<file path="config.mk">
export PLATFORM = sky130hd
export DESIGN_NAME = button_counter_debounced
export DESIGN_NICKNAME = d
export VERILOG_FILES = /design/src/rtl/button_pkg.sv /design/src/rtl/button_debouncer.sv /design/src/rtl/button_counter_debounced.sv
export SDC_FILE = /design/constraint.sdc
export NUM_CORES = 1
export LEC_CHECK = 0
export CORE_AREA = 2 2 80 82
export DETAILED_ROUTE_END_ITERATION = 7
export DIE_AREA = 0 0 82 84
export HOLD_SLACK_MARGIN = 0.06
export PLACE_DENSITY = 0.78
export SLEW_MARGIN = 20
export SYNTH_ARGS = -nofsm -noshare
export SYNTH_HDL_FRONTEND = slang
export SYNTH_HIERARCHICAL = 1
export SYNTH_SLANG_ARGS = --single-unit
export TNS_END_PERCENT = 20
</file>
<file path="constraint.sdc">
create_clock -name clock -period 2.2 [get_ports clock]
set_input_delay 0.44 -clock clock [delete_from_list [all_inputs] [get_ports clock]]
set_output_delay 0.44 -clock clock [all_outputs]
set_load 0.05 [all_outputs]
</file>
<file path="src/rtl/button_pkg.sv">
// Shared definitions for the debounced button counter.
//   MODE_WRAP / MODE_SATURATE : counter limit behaviour selectors
//   repeat_state_t            : per-button auto-repeat FSM encoding
//   clog2()                   : bit width needed to hold values 0..value-1 (minimum 1)
package button_pkg;

    localparam int MODE_WRAP     = 0;
    localparam int MODE_SATURATE = 1;

    typedef enum logic [1:0] {
        IDLE   = 2'd0,
        DELAY  = 2'd1,
        REPEAT = 2'd2
    } repeat_state_t;

    // Width of a timer that counts 0..value-1; never returns less than 1 bit.
    function automatic int clog2(input int value);
        int w;
        w = 1;
        while ((1 << w) < value) begin
            w = w + 1;
        end
        return w;
    endfunction

endpackage

</file>
<file path="src/rtl/button_debouncer.sv">
// Conditions one raw active-low button: inversion, 2-FF synchroniser,
// debounce counter and rising-edge detect on the accepted level.
//   clock, reset : system clock, synchronous active-high reset
//   btn_n        : raw active-low button, asynchronous to clock
//   pressed      : debounced level, 1 while the button is accepted as pressed
//   press_pulse  : one-cycle pulse on each accepted released-to-pressed change
module button_debouncer
    import button_pkg::*;
#(
    parameter int DEBOUNCE_CYCLES = 120000
) (
    input  logic clock,
    input  logic reset,
    input  logic btn_n,
    output logic pressed,
    output logic press_pulse
);

    localparam int               CNT_W    = clog2(DEBOUNCE_CYCLES);
    localparam logic [CNT_W-1:0] CNT_LAST = CNT_W'(DEBOUNCE_CYCLES - 1);

    logic             sync1_reg;
    logic             sync2_reg;
    logic             stable_reg;
    logic             stable_prev_reg;
    logic             pulse_reg;
    logic [CNT_W-1:0] cnt_reg;

    always_ff @(posedge clock) begin
        if (reset) begin
            sync1_reg       <= 1'b0;
            sync2_reg       <= 1'b0;
            stable_reg      <= 1'b0;
            stable_prev_reg <= 1'b0;
            pulse_reg       <= 1'b0;
            cnt_reg         <= '0;
        end else begin
            sync1_reg <= ~btn_n;
            sync2_reg <= sync1_reg;
            // Any sample that agrees with the accepted level restarts the
            // qualification, so only an unbroken run of DEBOUNCE_CYCLES
            // disagreeing samples flips the accepted level.
            if (sync2_reg == stable_reg) begin
                cnt_reg <= '0;
            end else if (cnt_reg == CNT_LAST) begin
                stable_reg <= sync2_reg;
                cnt_reg    <= '0;
            end else begin
                cnt_reg <= cnt_reg + 1'b1;
            end
            stable_prev_reg <= stable_reg;
            pulse_reg       <= stable_reg & ~stable_prev_reg;
        end
    end

    assign pressed     = stable_reg;
    assign press_pulse = pulse_reg;

endmodule

</file>
<file path="src/rtl/button_counter_debounced.sv">
// Up/down/clear button counter running from the system clock. Each button is
// debounced into a single-cycle event; up and down optionally auto-repeat.
//   clock, reset                      : system clock, synchronous active-high reset
//   btn_up_n, btn_down_n, btn_clear_n : raw active-low buttons (asynchronous)
//   count                             : current WIDTH-bit count (drives the LEDs)
//   limit_hit                         : one-cycle pulse when a step hits a limit
//   held                              : debounced up OR down, registered
module button_counter_debounced
    import button_pkg::*;
#(
    parameter int WIDTH           = 5,
    parameter int DEBOUNCE_CYCLES = 120000,
    parameter int SATURATE        = MODE_WRAP,
    parameter int REPEAT_DELAY    = 0,
    parameter int REPEAT_PERIOD   = 24000
) (
    input  logic             clock,
    input  logic             reset,
    input  logic             btn_up_n,
    input  logic             btn_down_n,
    input  logic             btn_clear_n,
    output logic [WIDTH-1:0] count,
    output logic             limit_hit,
    output logic             held
);

    localparam int TMR_W = clog2((REPEAT_DELAY > REPEAT_PERIOD) ? REPEAT_DELAY : REPEAT_PERIOD);

    // Button index: 0 = up, 1 = down, 2 = clear.
    logic [2:0] btn_n_vec;
    logic [2:0] pressed_vec;
    logic [2:0] pulse_vec;
    logic [1:0] step_vec;

    assign btn_n_vec = {btn_clear_n, btn_down_n, btn_up_n};

    genvar gi;
    generate
        for (gi = 0; gi < 3; gi++) begin : g_btn
            button_debouncer #(
                .DEBOUNCE_CYCLES(DEBOUNCE_CYCLES)
            ) u_debouncer (
                .clock      (clock),
                .reset      (reset),
                .btn_n      (btn_n_vec[gi]),
                .pressed    (pressed_vec[gi]),
                .press_pulse(pulse_vec[gi])
            );
        end

        // Only up and down get auto-repeat; clear is a single event per press.
        for (gi = 0; gi < 2; gi++) begin : g_step
            if (REPEAT_DELAY > 0) begin : g_repeat
                localparam logic [TMR_W-1:0] DELAY_LAST  = TMR_W'(REPEAT_DELAY - 1);
                localparam logic [TMR_W-1:0] PERIOD_LAST = TMR_W'(REPEAT_PERIOD - 1);

                repeat_state_t    state_reg;
                repeat_state_t    state_next;
                logic [TMR_W-1:0] timer_reg;
                logic [TMR_W-1:0] timer_next;
                logic             repeat_step;

                always_ff @(posedge clock) begin
                    if (reset) begin
                        state_reg <= IDLE;
                        timer_reg <= '0;
                    end else begin
                        state_reg <= state_next;
                        timer_reg <= timer_next;
                    end
                end

                always_comb begin
                    state_next = state_reg;
                    timer_next = '0;
                    if (!pressed_vec[gi]) begin
                        state_next = IDLE;
                    end else begin
                        case (state_reg)
                            IDLE: begin
                                if (pulse_vec[gi]) begin
                                    state_next = DELAY;
                                end
                            end
                            DELAY: begin
                                if (timer_reg == DELAY_LAST) begin
                                    state_next = REPEAT;
                                end else begin
                                    timer_next = timer_reg + 1'b1;
                                end
                            end
                            REPEAT: begin
                                // Timer wraps to 0 on the step cycle.
                                if (timer_reg != PERIOD_LAST) begin
                                    timer_next = timer_reg + 1'b1;
                                end
                            end
                            default: state_next = IDLE;
                        endcase
                    end
                end

                // Step fires on the last cycle of the delay (entry into REPEAT)
                // and on the last cycle of every repeat period.
                always_comb begin
                    repeat_step = 1'b0;
                    if (pressed_vec[gi]) begin
                        case (state_reg)
                            DELAY:   repeat_step = (timer_reg == DELAY_LAST);
                            REPEAT:  repeat_step = (timer_reg == PERIOD_LAST);
                            default: repeat_step = 1'b0;
                        endcase
                    end
                end

                assign step_vec[gi] = pulse_vec[gi] | repeat_step;
            end else begin : g_single
                assign step_vec[gi] = pulse_vec[gi];
            end
        end
    endgenerate

    logic [WIDTH-1:0] count_reg;
    logic [WIDTH-1:0] count_next;
    logic             limit_hit_reg;
    logic             limit_hit_next;
    logic             held_reg;
    logic             at_max;
    logic             at_min;

    assign at_max = (count_reg == {WIDTH{1'b1}});
    assign at_min = (count_reg == '0);

    always_comb begin
        count_next     = count_reg;
        limit_hit_next = 1'b0;
        if (pulse_vec[2]) begin
            count_next = '0;
        end else if (step_vec[0] && !step_vec[1]) begin
            limit_hit_next = at_max;
            if (!(at_max && SATURATE == MODE_SATURATE)) begin
                count_next = count_reg + 1'b1;
            end
        end else if (step_vec[1] && !step_vec[0]) begin
            limit_hit_next = at_min;
            if (!(at_min && SATURATE == MODE_SATURATE)) begin
                count_next = count_reg - 1'b1;
            end
        end
    end

    always_ff @(posedge clock) begin
        if (reset) begin
            count_reg     <= '0;
            limit_hit_reg <= 1'b0;
            held_reg      <= 1'b0;
        end else begin
            count_reg     <= count_next;
            limit_hit_reg <= limit_hit_next;
            held_reg      <= pressed_vec[0] | pressed_vec[1];
        end
    end

    assign count     = count_reg;
    assign limit_hit = limit_hit_reg;
    assign held      = held_reg;

endmodule

</file>
==> results.sh <==
export IMPL_overflow=0
export IMPL_start_kind="flop"
export IMPL_drive_above_1_share=0.0612
export IMPL_post_route_period_util=0.958
export IMPL_yosys_area_top_type="dfxtp_1"
export IMPL_io_buffers=11
export IMPL_ys_seq_area_frac=0.455
export IMPL_path_depth=1
export IMPL_synth_top_family_by_area="simple AND/OR/NAND/NOR gates"
export IMPL_report_final_slew_viol_count=0
export IMPL_core_sq_um=6100
export IMPL_crit_chain="clkdlybuf4s50_1"
export IMPL_seq_power_share=0.557
export IMPL_ir_drop_uv=435
export IMPL_multi_input_area_sq_um=1620
export IMPL_cts_resized_gates=0
export IMPL_avgSynthCellArea_sq_um=9.02
export IMPL_clk_latency_ps=350
export IMPL_gp_congestion=0.869
export IMPL_grt_pass1_wl_um=9390
export IMPL_worst_path_buf_inv=1
export IMPL_synthMuxAreaShare=0.0125
export IMPL_r2r_setup_slack_ps=230
export IMPL_swShare=0.217
export IMPL_maxCapViolCount=0
export IMPL_worstSetupPathType="flop to primary output"
export IMPL_tightest_slew_ps=489
export IMPL_vias=2423
export IMPL_power_mw=2.39
export IMPL_p_clk_frac=0.429
export IMPL_yosysWarnings=6
export IMPL_synth_xor_area_frac=0.136
export IMPL_holdBufCountCts=0
export IMPL_slowest_delay_ps=850
export IMPL_vias_per_cell=5.35
export IMPL_io_pins=12
export IMPL_wl_um=5390
export IMPL_final_setup_tns_ps=0
export IMPL_cts_setup_buffers=0
export IMPL_fin_skew_ps=12.7
export IMPL_synth_simple_area_share=0.288
export IMPL_grt_max_degree=18
export IMPL_avgRoutedWirePerCell_um=11.9
export IMPL_synth_nets=370
export IMPL_htreeDepth=3
export IMPL_cts_tree="built"
export IMPL_seqCellArea_sq_um=1460
export IMPL_ys_top_cells_by_area="dfxtp_1, xnor2_1, nor2_1"
export IMPL_finalHoldViolations=0
export IMPL_final_setup_viol_count=0
export IMPL_cts_buffers=9
export IMPL_start_util=0.527
export IMPL_synth_cell_type_count=32
export IMPL_hold_path_depth=1
export IMPL_ys_seq_elements=73
export IMPL_area_growth_pct=10.9
export IMPL_final_area_sq_um=3560
export IMPL_p_sw_mw=0.518
export IMPL_p_per_area_nw_per_um2=670
export IMPL_crit_path_max_fanout=6
export IMPL_cts_sinks=73
export IMPL_row_count=29
export IMPL_max_clock_path_buffers=2
export IMPL_holdWs_ps=383
export IMPL_drtPass1Iterations=4
export IMPL_synthCells=356
export IMPL_die_w_um=82
export IMPL_min_to="g_btn[0].u_debouncer/press_pulse$_SDFF_PP0_"
export IMPL_combPwrFrac=0.014
export IMPL_grt_use_total=0.174
export IMPL_cts_root_buf="clkbuf_8"
export IMPL_die_h_um=84
export IMPL_async_flop_share=0
export IMPL_intPower_mw=1.87
export IMPL_detail_route_antenna_nets=0
export IMPL_grt_antenna_before_repair=0
export IMPL_hold_path_class="flop to flop"
export IMPL_fill_cells=540
export IMPL_final_nets=385
export IMPL_clkTransAtPathRegs_ps=80
export IMPL_drt_first_iter_violations=112
export IMPL_diodes=0
export IMPL_synth_top_cell_area_share=0.455
export IMPL_critical_path_top_delay_family="buffers and inverters"
export IMPL_p_leak_nw=1.08
export IMPL_dieArea_sq_um=6890
export IMPL_r2r_cells=4
export IMPL_synthFlopType="dfxtp_1"
export IMPL_min_delay_start="g_btn[0].u_debouncer/stable_prev_reg$_SDFF_PP0_"
export IMPL_place_area_sq_um=3370
export IMPL_synth_compound_area_frac=0.0316
export IMPL_drcViolationCount=0
export IMPL_r2r_start="g_btn[2].u_debouncer/cnt_reg[13]$_SDFF_PP0_"
export IMPL_cp_arrival_ps=1670
export IMPL_r2r_end="g_btn[2].u_debouncer/cnt_reg[15]$_SDFF_PP0_"
export IMPL_synth_edf_count=0
export IMPL_crit_slowest_cell="clkdlybuf4s50_1"
export IMPL_slew_headroom=0.673
export IMPL_grt_pass1_vias=2211
export IMPL_fmax_mhz=474
export IMPL_crit_required_ps=1760
export IMPL_status="finished, final reports clean"
export IMPL_synthAdderAreaFrac=0.0374
export IMPL_largest_reg_flops=51
export IMPL_syn_area_sq_um=3210
export IMPL_crit_path_end_kind="primary output"
export IMPL_period_needed_ps=2110
export IMPL_rsz0062_at_grt="false"
export IMPL_dp_hpwl_um=3590
==> Yosys cell counts, types with 3 or more instances <==
| library cell | instances |
|---|---|
| buf_6 | 3 |
| mux2i_1 | 4 |
| xnor2_1 | 40 |
| clkbuf_2 | 4 |
| xor2_1 | 10 |
| nand2_1 | 9 |
| nand4_1 | 20 |
| dfxtp_1 | 73 |
| nand3_1 | 25 |
| nor4_1 | 15 |
| o21ai_4 | 3 |
| nand2b_1 | 9 |
| and4_1 | 3 |
| nor2b_1 | 3 |
| or4_4 | 3 |
| inv_1 | 18 |
| ha_1 | 8 |
| a21oi_1 | 4 |
| nor2_1 | 75 |
| or4b_1 | 3 |
| nor3_1 | 13 |
==> how the worst max path moves through the flow <==
stage                                                              to                                   startpoint
final                                                        count[0]                        count[0]$_SDFFE_PP0P_
after global routing                                         count[0]                        count[0]$_SDFFE_PP0P_
after CTS                                                    count[0]                        count[0]$_SDFFE_PP0P_
after detailed placement  g_btn[0].u_debouncer/cnt_reg[13]$_SDFF_PP0_  g_btn[0].u_debouncer/cnt_reg[13]$_SDFF_PP0_
after global placement     g_btn[0].u_debouncer/cnt_reg[3]$_SDFF_PP0_  g_btn[0].u_debouncer/cnt_reg[13]$_SDFF_PP0_
after floorplan           g_btn[0].u_debouncer/cnt_reg[15]$_SDFF_PP0_  g_btn[0].u_debouncer/cnt_reg[13]$_SDFF_PP0_
==> area by class of cell <==
type,count,area share
inverters,18,0.0190
clock buffers,10,0.0358
clock inverters,6,0.0190
well taps,77,0.0270
repair buffers,12,0.0330
multi-input cells,257,0.456
flip-flops and latches,73,0.410
==> kinds of logic (layout without fill, tap and decap cells) <==
logic type / count (synthesis) / count (layout)
and+or+nand+nor: 183 / 183
DFF: 73 / 73
xor gates and xnor gates: 50 / 50
buffers and inverters: 26 / 46
AOI/OAI and AO/OA: 11 / 11
adders and majority gates: 9 / 9
muxes: 4 / 4
==> power groups by stage <==
stage               clock, mW  sequential [mW]  combinational (mW)
floorplan                   0             1.36              0.0216
global placement            0             1.36              0.0338
detailed placement          0             1.36              0.0340
CTS                      1.05             1.33              0.0342
global route             1.12             1.33              0.0383
finish                   1.02             1.33              0.0337
==> through the flow <==
step,worst slack [ps],cells,util
floorplan,414,356,-
global placement,279,437,0.552
detailed placement,245,437,0.552
CTS,64.1,453,0.584
global route,2.07,453,0.584
finish,91.7,453,0.584
==> per-layer routing <==
layer / GRT usage / up-vias / part of all wire
met5: 0 / - / 0
met4: 0.0955 / 0 / 0.026
met3: 0.0465 / 11 / 0.034
met2: 0.265 / 41 / 0.46
met1: 0.219 / 1122 / 0.48
li1: - / 1249 / -
==> cell usage in the layout, fill, tap and decap left out, types with 4 or more instances in the layout <==
master	n
nor2_1	75
dfxtp_1	73
xnor2_1	40
nand3_1	25
nand4_1	20
inv_1	18
nor4_1	15
nor3_1	13
clkdlybuf4s50_1	11
xor2_1	10
clkbuf_8	9
nand2b_1	9
nand2_1	9
ha_1	8
a21oi_1	4
mux2i_1	4
No activity file was read; power rests on OpenSTA's default activity.
